File: src/rtl/gen_row_streamer.sv
// Captures the cell array on a generation strobe and streams it out row by row,
// counting live cells and completed generations. Define STILL_LIFE_DETECT_EN for still-life flagging.
module gen_row_streamer #(
    parameter int ROWS  = 8,
    parameter int COLS  = 8,
    parameter int GEN_W = 16,
    localparam int IDX_W = (ROWS > 2) ? $clog2(ROWS) : 1,
    localparam int CNT_W = $clog2(ROWS * COLS + 1)
) (
    input  logic                 Clk,
    input  logic                 Rst,
    input  logic [ROWS*COLS-1:0] grid_state,
    input  logic                 snap,
    output logic [COLS-1:0]      row_data,
    output logic [IDX_W-1:0]     row_idx,
    output logic                 row_valid,
    input  logic                 row_ready,
    output logic                 frame_last,
    output logic                 busy,
    output logic                 frame_drop,
    output logic [CNT_W-1:0]     live_count,
    output logic [GEN_W-1:0]     gen_count,
    output logic                 still_life
);

    typedef enum logic {IDLE = 1'b0, STREAM = 1'b1} state_t;

    state_t               state_q, state_d;
    logic [ROWS*COLS-1:0] snap_q;
    logic [IDX_W-1:0]     ptr_q;
    logic [CNT_W-1:0]     acc_q;
    logic [CNT_W-1:0]     live_q;
    logic [CNT_W-1:0]     row_pop;
    logic [CNT_W-1:0]     acc_sum;
    logic [GEN_W-1:0]     gen_q;
    logic                 drop_q;
    logic                 xfer;
    logic [COLS-1:0]      cur_row;
    logic [COLS-1:0]      rows [ROWS];

    function automatic logic [CNT_W-1:0] popcount(input logic [COLS-1:0] v);
        logic [CNT_W-1:0] n;
        n = '0;
        for (int i = 0; i < COLS; i++) n = n + CNT_W'(v[i]);
        return n;
    endfunction

    always_comb begin
        for (int r = 0; r < ROWS; r++) rows[r] = snap_q[r*COLS +: COLS];
    end

    assign cur_row = rows[ptr_q];
    assign row_pop = popcount(cur_row);
    assign acc_sum = acc_q + row_pop;

    // Handshake: a row moves on every rising edge where row_valid & row_ready; until then
    // row_data/row_idx are held. busy mirrors the STREAM state of the FSM.
    always_comb begin
        state_d    = state_q;
        row_valid  = 1'b0;
        busy       = 1'b0;
        frame_last = 1'b0;
        xfer       = 1'b0;
        case (state_q)
            IDLE: begin
                if (snap) state_d = STREAM;
            end
            STREAM: begin
                row_valid  = 1'b1;
                busy       = 1'b1;
                frame_last = (ptr_q == IDX_W'(ROWS - 1));
                xfer       = row_ready;
                if (row_ready && frame_last) state_d = IDLE;
            end
            default: state_d = IDLE;
        endcase
    end

    always_ff @(posedge Clk or posedge Rst) begin
        if (Rst) begin
            state_q <= IDLE;
            snap_q  <= '0;
            ptr_q   <= '0;
            acc_q   <= '0;
            live_q  <= '0;
            gen_q   <= '0;
            drop_q  <= 1'b0;
        end else begin
            state_q <= state_d;
            drop_q  <= snap && busy;
            if (state_q == IDLE && snap) begin
                snap_q <= grid_state;
                ptr_q  <= '0;
                acc_q  <= '0;
            end
            if (xfer) begin
                if (frame_last) begin
                    // Pointer parks at row 0 so the idle index never leaves the grid.
                    ptr_q  <= '0;
                    acc_q  <= '0;
                    live_q <= acc_sum;
                    gen_q  <= gen_q + 1'b1;
                end else begin
                    ptr_q <= ptr_q + 1'b1;
                    acc_q <= acc_sum;
                end
            end
        end
    end

    assign row_data   = row_valid ? cur_row : '0;
    assign row_idx    = ptr_q;
    assign frame_drop = drop_q;
    assign live_count = live_q;
    assign gen_count  = gen_q;

`ifdef STILL_LIFE_DETECT_EN
    logic [ROWS*COLS-1:0] prev_q;
    logic                 still_q;

    always_ff @(posedge Clk or posedge Rst) begin
        if (Rst) begin
            prev_q  <= '0;
            still_q <= 1'b0;
        end else if (xfer && frame_last) begin
            still_q <= (snap_q == prev_q);
            prev_q  <= snap_q;
        end
    end

    assign still_life = still_q;
`else
    assign still_life = 1'b0;
`endif

endmodule
File: config.mk
export PLATFORM = sky130hd
export DESIGN_NAME = gen_row_streamer
export DESIGN_NICKNAME = d
export VERILOG_FILES = /design/src/rtl/gen_row_streamer.sv
export SDC_FILE = /design/constraint.sdc
export NUM_CORES = 1
export LEC_CHECK = 0
export CAP_MARGIN = 15
export CELL_PAD_IN_SITES_DETAIL_PLACEMENT = 1
export CELL_PAD_IN_SITES_GLOBAL_PLACEMENT = 1
export CORE_ASPECT_RATIO = 1.75
export CORE_MARGIN = 8
export CORE_UTILIZATION = 30
export DETAILED_ROUTE_END_ITERATION = 10
export PLACE_DENSITY_LB_ADDON = 0.1
export SLEW_MARGIN = 30
export SYNTH_ARGS = -nofsm -noshare
export SYNTH_HDL_FRONTEND = slang
export SYNTH_SLANG_ARGS = --single-unit
File: constraint.sdc
create_clock -name Clk -period 4.05 [get_ports Clk]
set_clock_uncertainty 0.05 [all_clocks]
set_input_delay 0.405 -clock Clk [delete_from_list [all_inputs] [get_ports Clk]]
set_output_delay 0.405 -clock Clk [all_outputs]
set_load 0.01 [all_outputs]
Yosys cells after proc, flatten, opt, wreduce, memory -nomap -nowiden
Cells that the tools add are included.
{ "word_totals": {"reg_bits": 99, "inputBits": 68, "word_cells": 42} }
{ "classes": {"addsub": 10, "order_cmp": 1, "n_eq_ne": 1, "mux": 16, "bitwise": 2, "reduce_logical": 5} }
{ "op_table": {"columns": ["operator", "n"], "rows": [
  ["8-bit binary-select mux with 3-bit select", 1],
  ["8-bit 2-to-1 mux", 3],
  ["7-bit 2-to-1 mux", 3],
  ["16-bit by 1-bit adder with 16-bit output (second input constant)", 1],
  ["3-bit 2-to-1 mux", 3],
  ["6-bit by 1-bit adder with 7-bit output", 1],
  ["7-bit by 1-bit adder with 7-bit output", 1],
  ["7-bit adder", 1],
  ["5-bit by 1-bit adder with 6-bit output", 1],
  ["4-bit by 1-bit adder with 5-bit output", 1],
  ["1-bit 2-to-1 mux", 5],
  ["3-bit by 1-bit adder with 4-bit output", 1],
  ["4-bit greater-or-equal comparator (second input constant)", 1],
  ["3-bit NOT with 4-bit output", 1],
  ["2-bit by 1-bit adder with 3-bit output", 1],
  ["3-bit by 1-bit adder with 3-bit output (second input constant)", 1],
  ["3-bit equality test (second input constant)", 1],
  ["1-bit logical AND", 3],
  ["1-bit by 1-bit adder with 2-bit output", 1],
  ["1-bit case mux with 2 select lines", 1],
  ["2-bit AND reduction", 1],
  ["2-bit nonzero test", 1],
  ["1-bit NOT", 1]
]} }

Longest topological paths before layout
Gate-level depths: netlist of run 1.
{ "depth": {"ltp_word": 14, "ltp_mapped": 17, "mapped_depth_nobuf": 15} }

Worst setup path before layout of run 1
Ideal clock, no wire load.
{ "synth_path": {"kind": "register to register", "startpoint": "register ptr_q[0], in the netlist row_idx[0]", "endpoint": "register acc_q[6]", "t_arrival_ns": 4.182, "slack_ns": -0.303, "stages_incl_launch_ff": 18, "n_path_buf": 2, "cell_sequence": "dfrtp_1 -> buf_6 -> buf_8 -> mux4_2 -> mux2i_1 -> fa_1 -> inv_1 -> fa_1 -> inv_1 -> fa_1 -> inv_1 -> fa_1 -> inv_1 -> fa_1 -> nor2b_1 -> o31a_1 -> o21bai_1 -> a22o_1"} }
{ "synth_via": {"elab_chain_cells": 14, "elab_cells_between_ends": 16} }
{ "synth_lines": {"columns": ["item", "line", "rtl"], "rows": [
  ["from (decl)", "30", "logic [IDX_W-1:0] ptr_q;"],
  ["from (signal assigned)", "104", "ptr_q <= ptr_q + 1'b1;"],
  ["3-bit NOT with 4-bit output (not written as such)", "52", "assign cur_row = rows[ptr_q];"],
  ["8-bit binary-select mux with 3-bit select", "52", null],
  ["8-bit 2-to-1 mux (not written as such) (2 in a row)", "52", null],
  ["1-bit by 1-bit adder with 2-bit output", "44", "for (int i = 0; i < COLS; i++) n = n + CNT_W'(v[i]);"],
  ["2-bit by 1-bit adder with 3-bit output", "44", null],
  ["3-bit by 1-bit adder with 4-bit output", "44", null],
  ["4-bit by 1-bit adder with 5-bit output", "44", null],
  ["5-bit by 1-bit adder with 6-bit output", "44", null],
  ["6-bit by 1-bit adder with 7-bit output", "44", null],
  ["7-bit by 1-bit adder with 7-bit output", "44", null],
  ["7-bit adder", "54", "assign acc_sum = acc_q + row_pop;"],
  ["7-bit 2-to-1 mux *", "97", "if (frame_last) begin"],
  ["7-bit 2-to-1 mux *", "96", "if (xfer) begin"],
  ["to (signal assigned)", "105", "acc_q <= acc_sum;"],
  ["to (decl)", "31", "logic [CNT_W-1:0] acc_q;"]
]} }
Every way passes the cells marked *; elsewhere a longest branch is shown, timed or not. The select of a mux whose other input is x is not followed.
A chain may end at the register's enable or synchronous reset.

Final worst setup path of run 1
{ "layout_path": {"startpoint": "register ptr_q[0], in the netlist row_idx[0]", "endpoint": "register live_q[4], in the netlist live_count[4]"} }
{ "layout_via": {"elab_chain_cells": 12, "elab_cells_between_ends": 15} }
{ "layout_lines": {"columns": ["item", "line", "rtl"], "rows": [
  ["3-bit NOT with 4-bit output (not written as such)", "52", null],
  ["8-bit binary-select mux with 3-bit select", "52", null],
  ["8-bit 2-to-1 mux (not written as such) (2 in a row)", "52", null],
  ["1-bit by 1-bit adder with 2-bit output", "44", null],
  ["2-bit by 1-bit adder with 3-bit output", "44", null],
  ["3-bit by 1-bit adder with 4-bit output", "44", null],
  ["4-bit by 1-bit adder with 5-bit output", "44", null],
  ["5-bit by 1-bit adder with 6-bit output", "44", null],
  ["6-bit by 1-bit adder with 7-bit output", "44", null],
  ["7-bit by 1-bit adder with 7-bit output", "44", null],
  ["7-bit adder", "54", null],
  ["to (signal assigned)", "101", "live_q <= acc_sum;"],
  ["to (decl)", "32", "logic [CNT_W-1:0] live_q;"]
]} }
Several ways; a longest one is shown, not always the timed one. The select of a mux whose other input is x is not followed.

==> impl_metrics.yaml, run 1 <==
logic_synthesis:
  synth_cell_type_count: 46
  yosysWarnings: 0
  synthFlopType: "dfrtp_1"
  avgSynthCellArea_sq_um: 13.7
  synth_enable_flop_cells: 0
  synth_seq_cells: 99
  netlist_area_sq_mm: 0.00481
  yosysMostFrequentCell: "dfrtp_1"
  synth_nets: 433
  netlist_instances: 351
  post-synth-top-area-fraction: 0.515
  synth_async_sr_flop_share: 1.00
  synth_top_cell_by_area: "dfrtp_1"
  synth-seq-area-share: 0.515
  synthTopCellsByCount: "dfrtp_1, mux2_2, nand2_1"
  synth_area_leaders: "dfrtp_1, mux2_2, mux4_2, ha_1, fa_1"
sta:
  slew_headroom: 0.511
  rsz0062_at_grt: "yes"
  period_minus_slack_ns: 4.20
  fin_ws_ns: -0.147
  fmax_ghz: 0.238
  worst_pin_slew_ns: 0.733
  finalCritPeriodShare: 1.04
  setup_violations: 6
  drv_slew: 0
  hold_viol: 0
place:
  portBuffers: 105
  dp_hpwl_um: 9770
  place_congestion: 0.747
  dp_slack_ns: -0.255
clocking:
  root_buffer: "clkbuf_16"
  clkTransAtPathRegs_ns: 0.07
  clockBufferDepth: 2
  numClockSinks: 99
  insertion_delay_ns: 0.34
  cts_made_buffers: 9
  cts.htree.levels: 3
  cts_tree: "built"
critical_path:
  worstSetupStartpoint: "row_idx[0]$_DFFE_PP0P_"
  worst-path-buf-inv: 6
  worstPathRequired_ns: 4.24
  critPathTopFamily: "adder cells"
  rrSetupSlack_ns: -0.15
  worst-path-stages: 17
  crit_type: "flop to flop"
  r2r.worst_path.cells: 17
  r2r_end: "live_count[4]$_DFFE_PP0P_"
  crit_path_max_incr_delay_ns: 0.54
  cp_common_cell: "fa_1"
  reg2reg_from: "row_idx[0]$_DFFE_PP0P_"
  critPathLaunchType: "flop"
  cp-endpoint: "live_count[4]$_DFFE_PP0P_"
  crit_path_top_delay_cell: "mux4_2"
  crit_arrival_ns: 4.39
  critical_path.endpoint_type: "flop"
  crit_chain: "buf_12 > mux4_2 > mux2i_4 > fa_1 > inv_1 > fa_1 > inv_1 > fa_1 > inv_2 > fa_2 > inv_2 > fa_2 > nor2b_4 > buf_6 > o21a_1 > nor3_1 > o31ai_1"
  cp_max_fo: 6
route:
  firstDrtPassIters: 4
  drc_errors: 0
  avgViaCountPerCell: 4.82
  vias: 3174
  wl_per_cell_um: 19.4
  finalWirelength_um: 12800
  drt_iter0_markers: 54
  ant_nets: 0
outcome:
  status: "finished, violations left"
  violations: "setup timing"
floorplan:
  start_util: 0.304
  rows: 61
  die_y_um: 183
  ioPinCount: 107
  die_w_um: 112
  core_sq_mm: 0.0158
  die_area_sq_mm: 0.0205
final_layout:
  antenna_cells: 0
  area_growth_syn_to_layout_pct: 33.9
  final_util: 0.407
  num-fill-cells: 1650
  drive_above_1_share: 0.284
  nets: 547
pwr:
  p_per_area_mw_per_mm2: 985
  irDropWorstVdd_v: 0.000719
  leakage_nw: 2.74
  power_mw: 6.34
grt:
  grt_pass1_wl_um: 20900
  grt_pass1_vias: 3699
  overflow: 0
  antenna_found_initial: 0
  grt_max_degree: 58
  grt_usage: 0.131
worst_hold_path:
  holdPathStages: 1
  hold_class: "flop to flop"
flow_run:
  maxCapViolCount: 0
## layout make-up
cell class / count / area (sq um) / share of cell area
Inverter: 11 / 43.8 / 0.00681
Clock inverter: 5 / 38.8 / 0.00603
Clock buffer: 10 / 239 / 0.0371
Timing Repair Buffer: 123 / 1200 / 0.187
Multi-Input combinational cell: 221 / 2200 / 0.341
Tap cell: 189 / 236 / 0.0368
Sequential cell: 99 / 2480 / 0.385
## sequential cells by signal, summed over array words and instances, names as in the netlist
register and count:
row_idx 3, live_count 7, state_q 1, snap_q 64, frame_drop 1, acc_q 7
gen_count 16
## worst register-to-register path, delay by kind of cell (launching register included)
family / cells / cell delay, ns
fa+ha+maj: 5 / 1.82
mux: 2 / 0.74
buf+inv: 6 / 0.51
flops: 1 / 0.39
compound gates: 2 / 0.38
simple gates: 2 / 0.22
## cells by family after synthesis
logic type                 share of synthesized area
DFF                                            0.515
AOI/OAI and AO/OA                             0.0435
adders and majority gates                     0.0443
muxes                                          0.247
and+or+nand+nor                               0.0807
xor gates and xnor gates                      0.0310
other                                       0.000780
buffers and inverters                         0.0375
## worst min-delay path by stage
stage | start | endpoint | slack (ns)
floorplan | acc_q[3]$_DFFE_PP0P_ | acc_q[3]$_DFFE_PP0P_ | 0.41
global placement | live_count[3]$_DFFE_PP0P_ | live_count[3]$_DFFE_PP0P_ | 0.41
detailed placement | live_count[0]$_DFFE_PP0P_ | live_count[0]$_DFFE_PP0P_ | 0.42
CTS | gen_count[15]$_DFFE_PP0P_ | gen_count[15]$_DFFE_PP0P_ | 0.44
global route | live_count[0]$_DFFE_PP0P_ | live_count[0]$_DFFE_PP0P_ | 0.45
finish | gen_count[15]$_DFFE_PP0P_ | gen_count[15]$_DFFE_PP0P_ | 0.43
## routing by layer
layer,track usage,vias up,part of all wire
met5,0,-,0
met3,0.0286,14,0.037
met1,0.145,1629,0.39
met2,0.240,66,0.55
li1,-,1465,-
met4,0.0506,0,0.020
## report_power, final
part	total (mW)	switching (mW)	internal [mW]	leakage (nW)
registers	1.65	0.259	1.40	1.25
logic	3.86	1.75	2.12	1.36
clock network	0.819	0.385	0.434	0.135
total	6.34	2.39	3.94	2.74
## through the flow
step | cells | hold WS (ns) | area (sq um) | TNS (ns)
6_report | 658 | 0.425 | 6430 | -0.451
5_1_grt | 658 | 0.447 | 6430 | -2.00
4_1_cts | 657 | 0.435 | 6410 | -0.251
3_5_place_dp | 639 | 0.422 | 6090 | -0.771
3_3_place_gp | 639 | 0.414 | 6090 | -0.199
2_1_floorplan | 351 | 0.405 | 4820 | -0.617
## cell usage in the layout, fill, tap and decap left out, types with 2 or more instances in the layout
master / Yosys / final
a211oi_1: 2 / 2
a22o_1: 4 / 4
and2_1: 6 / 6
and3_1: 3 / 3
buf_4: 9 / 16
clkbuf_16: 0 / 9
clkdlybuf4s50_1: 0 / 105
clkinv_4: 0 / 2
dfrtp_1: 99 / 99
fa_1: 5 / 3
fa_2: 0 / 2
ha_1: 9 / 9
inv_1: 11 / 8
inv_2: 0 / 2
mux2_2: 68 / 68
mux2i_1: 6 / 4
mux2i_4: 0 / 2
mux4_2: 16 / 16
nand2_1: 23 / 23
nand3_1: 5 / 5
nand3b_1: 2 / 2
nand4_1: 4 / 4
nor2_1: 11 / 10
nor2b_1: 6 / 4
nor2b_4: 0 / 2
o211ai_1: 2 / 2
o21a_1: 2 / 2
o21ai_0: 9 / 6
o21ai_1: 0 / 3
o31ai_1: 3 / 3
xnor2_1: 11 / 11
xor2_1: 6 / 6
## timing repair
action,4_1_cts,5_1_grt
gates cloned,0,0
pin swaps,6,6
endpoints found under the setup margin,7,10
gates resized for setup,5,4
hold buffers,0,0
setup buffers,4,2
No activity file was read; power rests on OpenSTA's default activity.
==> run 2: changes to the inputs <==
--- a/config.mk
+++ b/config.mk
@@ -7,2 +7,4 @@
 export LEC_CHECK = 0
+export ABC_AREA = 1
+export ABC_CLOCK_PERIOD_IN_PS = 4050
 export CAP_MARGIN = 15
==> constraint.sdc (replaced) <==
create_clock -name Clk -period 4.05 [get_ports Clk]
set_clock_uncertainty 0.05 [all_clocks]
set_input_delay 0.81 -clock Clk [delete_from_list [all_inputs] [get_ports Clk]]
set_output_delay 0.81 -clock Clk [all_outputs]
set_load 0.01 [all_outputs]
==> impl_metrics.yaml, run 2 <==
outcome:
  status: "finished clean"
final_layout:
  fin_cells: 997
  nets: 850
  largest_register_ffs: 64
  regArea_sq_mm: 0.00248
  final_cell_mix: "nand2_1, clkdlybuf4s50_1, dfrtp_1, nor2_1, inv_1"
  drive_above_1_share: 0.101
  num-fill-cells: 1988
  antenna_cells: 0
  final_util: 0.418
  layout_commonest_cell: "nand2_1"
  multi_input_area_sq_mm: 0.00228
  area_growth_syn_to_layout_pct: 36.7
  top_register: "snap_q"
sta:
  rsz0062_at_grt: "yes"
  fmax_ghz: 0.249
  period_minus_slack_ns: 4.02
  hold_viol: 0
  whs_ns: 0.420
  setup_violations: 0
  finalCritPeriodShare: 0.992
  slew_headroom: 0.472
  drv_slew: 0
  worst_pin_slew_ns: 0.792
floorplan:
  rows: 62
  core_sq_mm: 0.0164
  die_area_sq_mm: 0.0212
  die_w_um: 114
  die_y_um: 187
  start_util: 0.306
  ioPinCount: 107
critical_path:
  crit_arrival_ns: 4.24
  cp_max_fo: 5
  r2r.worst_path.cells: 20
  critical_path.endpoint_type: "flop"
  r2r_end: "acc_q[6]$_DFFE_PP0P_"
  rrSetupSlack_ns: 0.03
  reg2reg_from: "row_idx[0]$_DFFE_PP0P_"
  critPathLaunchType: "flop"
  worstSetupStartpoint: "row_idx[0]$_DFFE_PP0P_"
  worstPathRequired_ns: 4.27
  crit_type: "flop to flop"
  cp-endpoint: "acc_q[6]$_DFFE_PP0P_"
logic_synthesis:
  synth-seq-area-share: 0.495
  synth_nets: 734
  synth_top_cell_by_area: "dfrtp_1"
  netlist_instances: 652
  netlist_area_sq_mm: 0.00500
  synth_cell_type_count: 29
  yosysMostFrequentCell: "nand2_1"
  synth_area_leaders: "dfrtp_1, nand2_1, o21ai_0, inv_1, nor2_1"
  yosysWarnings: 0
  synth_enable_flop_cells: 0
  avgSynthCellArea_sq_um: 7.67
  synth_async_sr_flop_share: 1.00
  synthFlopType: "dfrtp_1"
  synth_seq_cells: 99
  synthTopCellsByCount: "nand2_1, dfrtp_1, inv_1"
  post-synth-top-area-fraction: 0.495
grt:
  grt_max_degree: 62
  grt_pass1_wl_um: 25700
  antenna_found_initial: 0
  grt_usage: 0.153
  grt_pass1_vias: 4998
  overflow: 0
route:
  firstDrtPassIters: 4
  finalWirelength_um: 15800
  vias: 4521
  wl_per_cell_um: 15.8
  ant_nets: 0
  drc_errors: 0
  avgViaCountPerCell: 4.53
  drt_iter0_markers: 142
clocking:
  clkTransAtPathRegs_ns: 0.07
  cts_made_buffers: 9
  insertion_delay_ns: 0.35
  numClockSinks: 99
  root_buffer: "clkbuf_16"
  cts.htree.levels: 3
  clockBufferDepth: 2
  cts_hold_buf: 0
  cts_tree: "built"
pwr:
  irDropWorstVdd_v: 0.000475
  p_per_area_mw_per_mm2: 887
  leakage_nw: 3.41
place:
  portBuffers: 105
  place_congestion: 0.797
  place_inst: 971
  dp_hpwl_um: 12300
worst_hold_path:
  hold_class: "flop to flop"
  min_from: "snap_q[46]$_DFFE_PP0P_"
flow_run:
  maxCapViolCount: 0
run 2: through the flow:
step | worst slack [ns] | total power [mW] | area (sq um) | TNS, ns
2_1_floorplan | 0.0169 | 3.75 | 5030 | 0
3_3_place_gp | 0.0277 | 4.89 | 6380 | 0
3_5_place_dp | -0.179 | 5.10 | 6380 | -0.543
4_1_cts | 0.0359 | 6.03 | 6730 | 0
5_1_grt | -0.154 | 6.69 | 6840 | -0.342
6_report | 0.0320 | 6.06 | 6840 | 0
run 2: per-layer routing:
layer | vias up | routed length, um | track usage
met3 | 18 | 660 | 0.0333
met5 | - | 0 | 0
met2 | 84 | 8480 | 0.284
li1 | 2246 | - | -
met4 | 0 | 337 | 0.0423
met1 | 2173 | 6300 | 0.166
run 2: worst max-delay path: stages (launching register included):
cell	delay (ns)
dfrtp_2	0.47
buf_12	0.16
a21oi_4	0.15
o21ai_2	0.08
nand3_2	0.08
nand2_2	0.07
fa_1	0.53
inv_2	0.04
fa_1	0.52
inv_1	0.05
fa_1	0.44
inv_2	0.07
fa_2	0.21
inv_2	0.05
fa_2	0.33
nand3b_1	0.20
nand2_2	0.13
nand2_2	0.07
nand2_2	0.06
nand3_1	0.07
o21ai_1	0.10
run 2: layout make-up:
type,count,area share
Tap cell,224,0.0410
Inverter,54,0.0318
Clock buffer,13,0.0366
Multi-Input combinational cell,471,0.333
Timing Repair Buffer,133,0.192
Sequential cell,99,0.363
Clock inverter,3,0.00348
run 2: kinds of logic after synthesis:
kind of cell               Yosys count  synth area share
DFF                                 99             0.495
xor gates and xnor gates             9            0.0158
buffers and inverters               82            0.0670
adders and majority gates           14            0.0425
AOI/OAI and AO/OA                   66            0.0683
and+or+nand+nor                    381             0.311
other                                1          0.000749
run 2: worst min path at each step:
stage	to	slack (ns)	cells after the start
floorplan	snap_q[0]$_DFFE_PP0P_	0.39	2
global placement	snap_q[1]$_DFFE_PP0P_	0.40	2
detailed placement	snap_q[46]$_DFFE_PP0P_	0.41	2
CTS	snap_q[46]$_DFFE_PP0P_	0.43	2
global route	snap_q[61]$_DFFE_PP0P_	0.45	2
finish	snap_q[46]$_DFFE_PP0P_	0.42	2
run 2: repair_timing:
| item | CTS | global route |
|---|---|---|
| setup buffers | 2 | 7 |
| hold endpoints to repair | 0 | 0 |
| gates resized for setup | 19 | 16 |
| gates cloned | 1 | 0 |
| setup endpoints to repair | 7 | 8 |
| pin swaps | 12 | 4 |
run 2: power breakdown:
group / switching (mW) / total [mW] / internal [mW]
Sequential: 0.274 / 1.67 / 1.39
Clock: 0.377 / 0.813 / 0.436
Combinational: 1.99 / 3.58 / 1.59
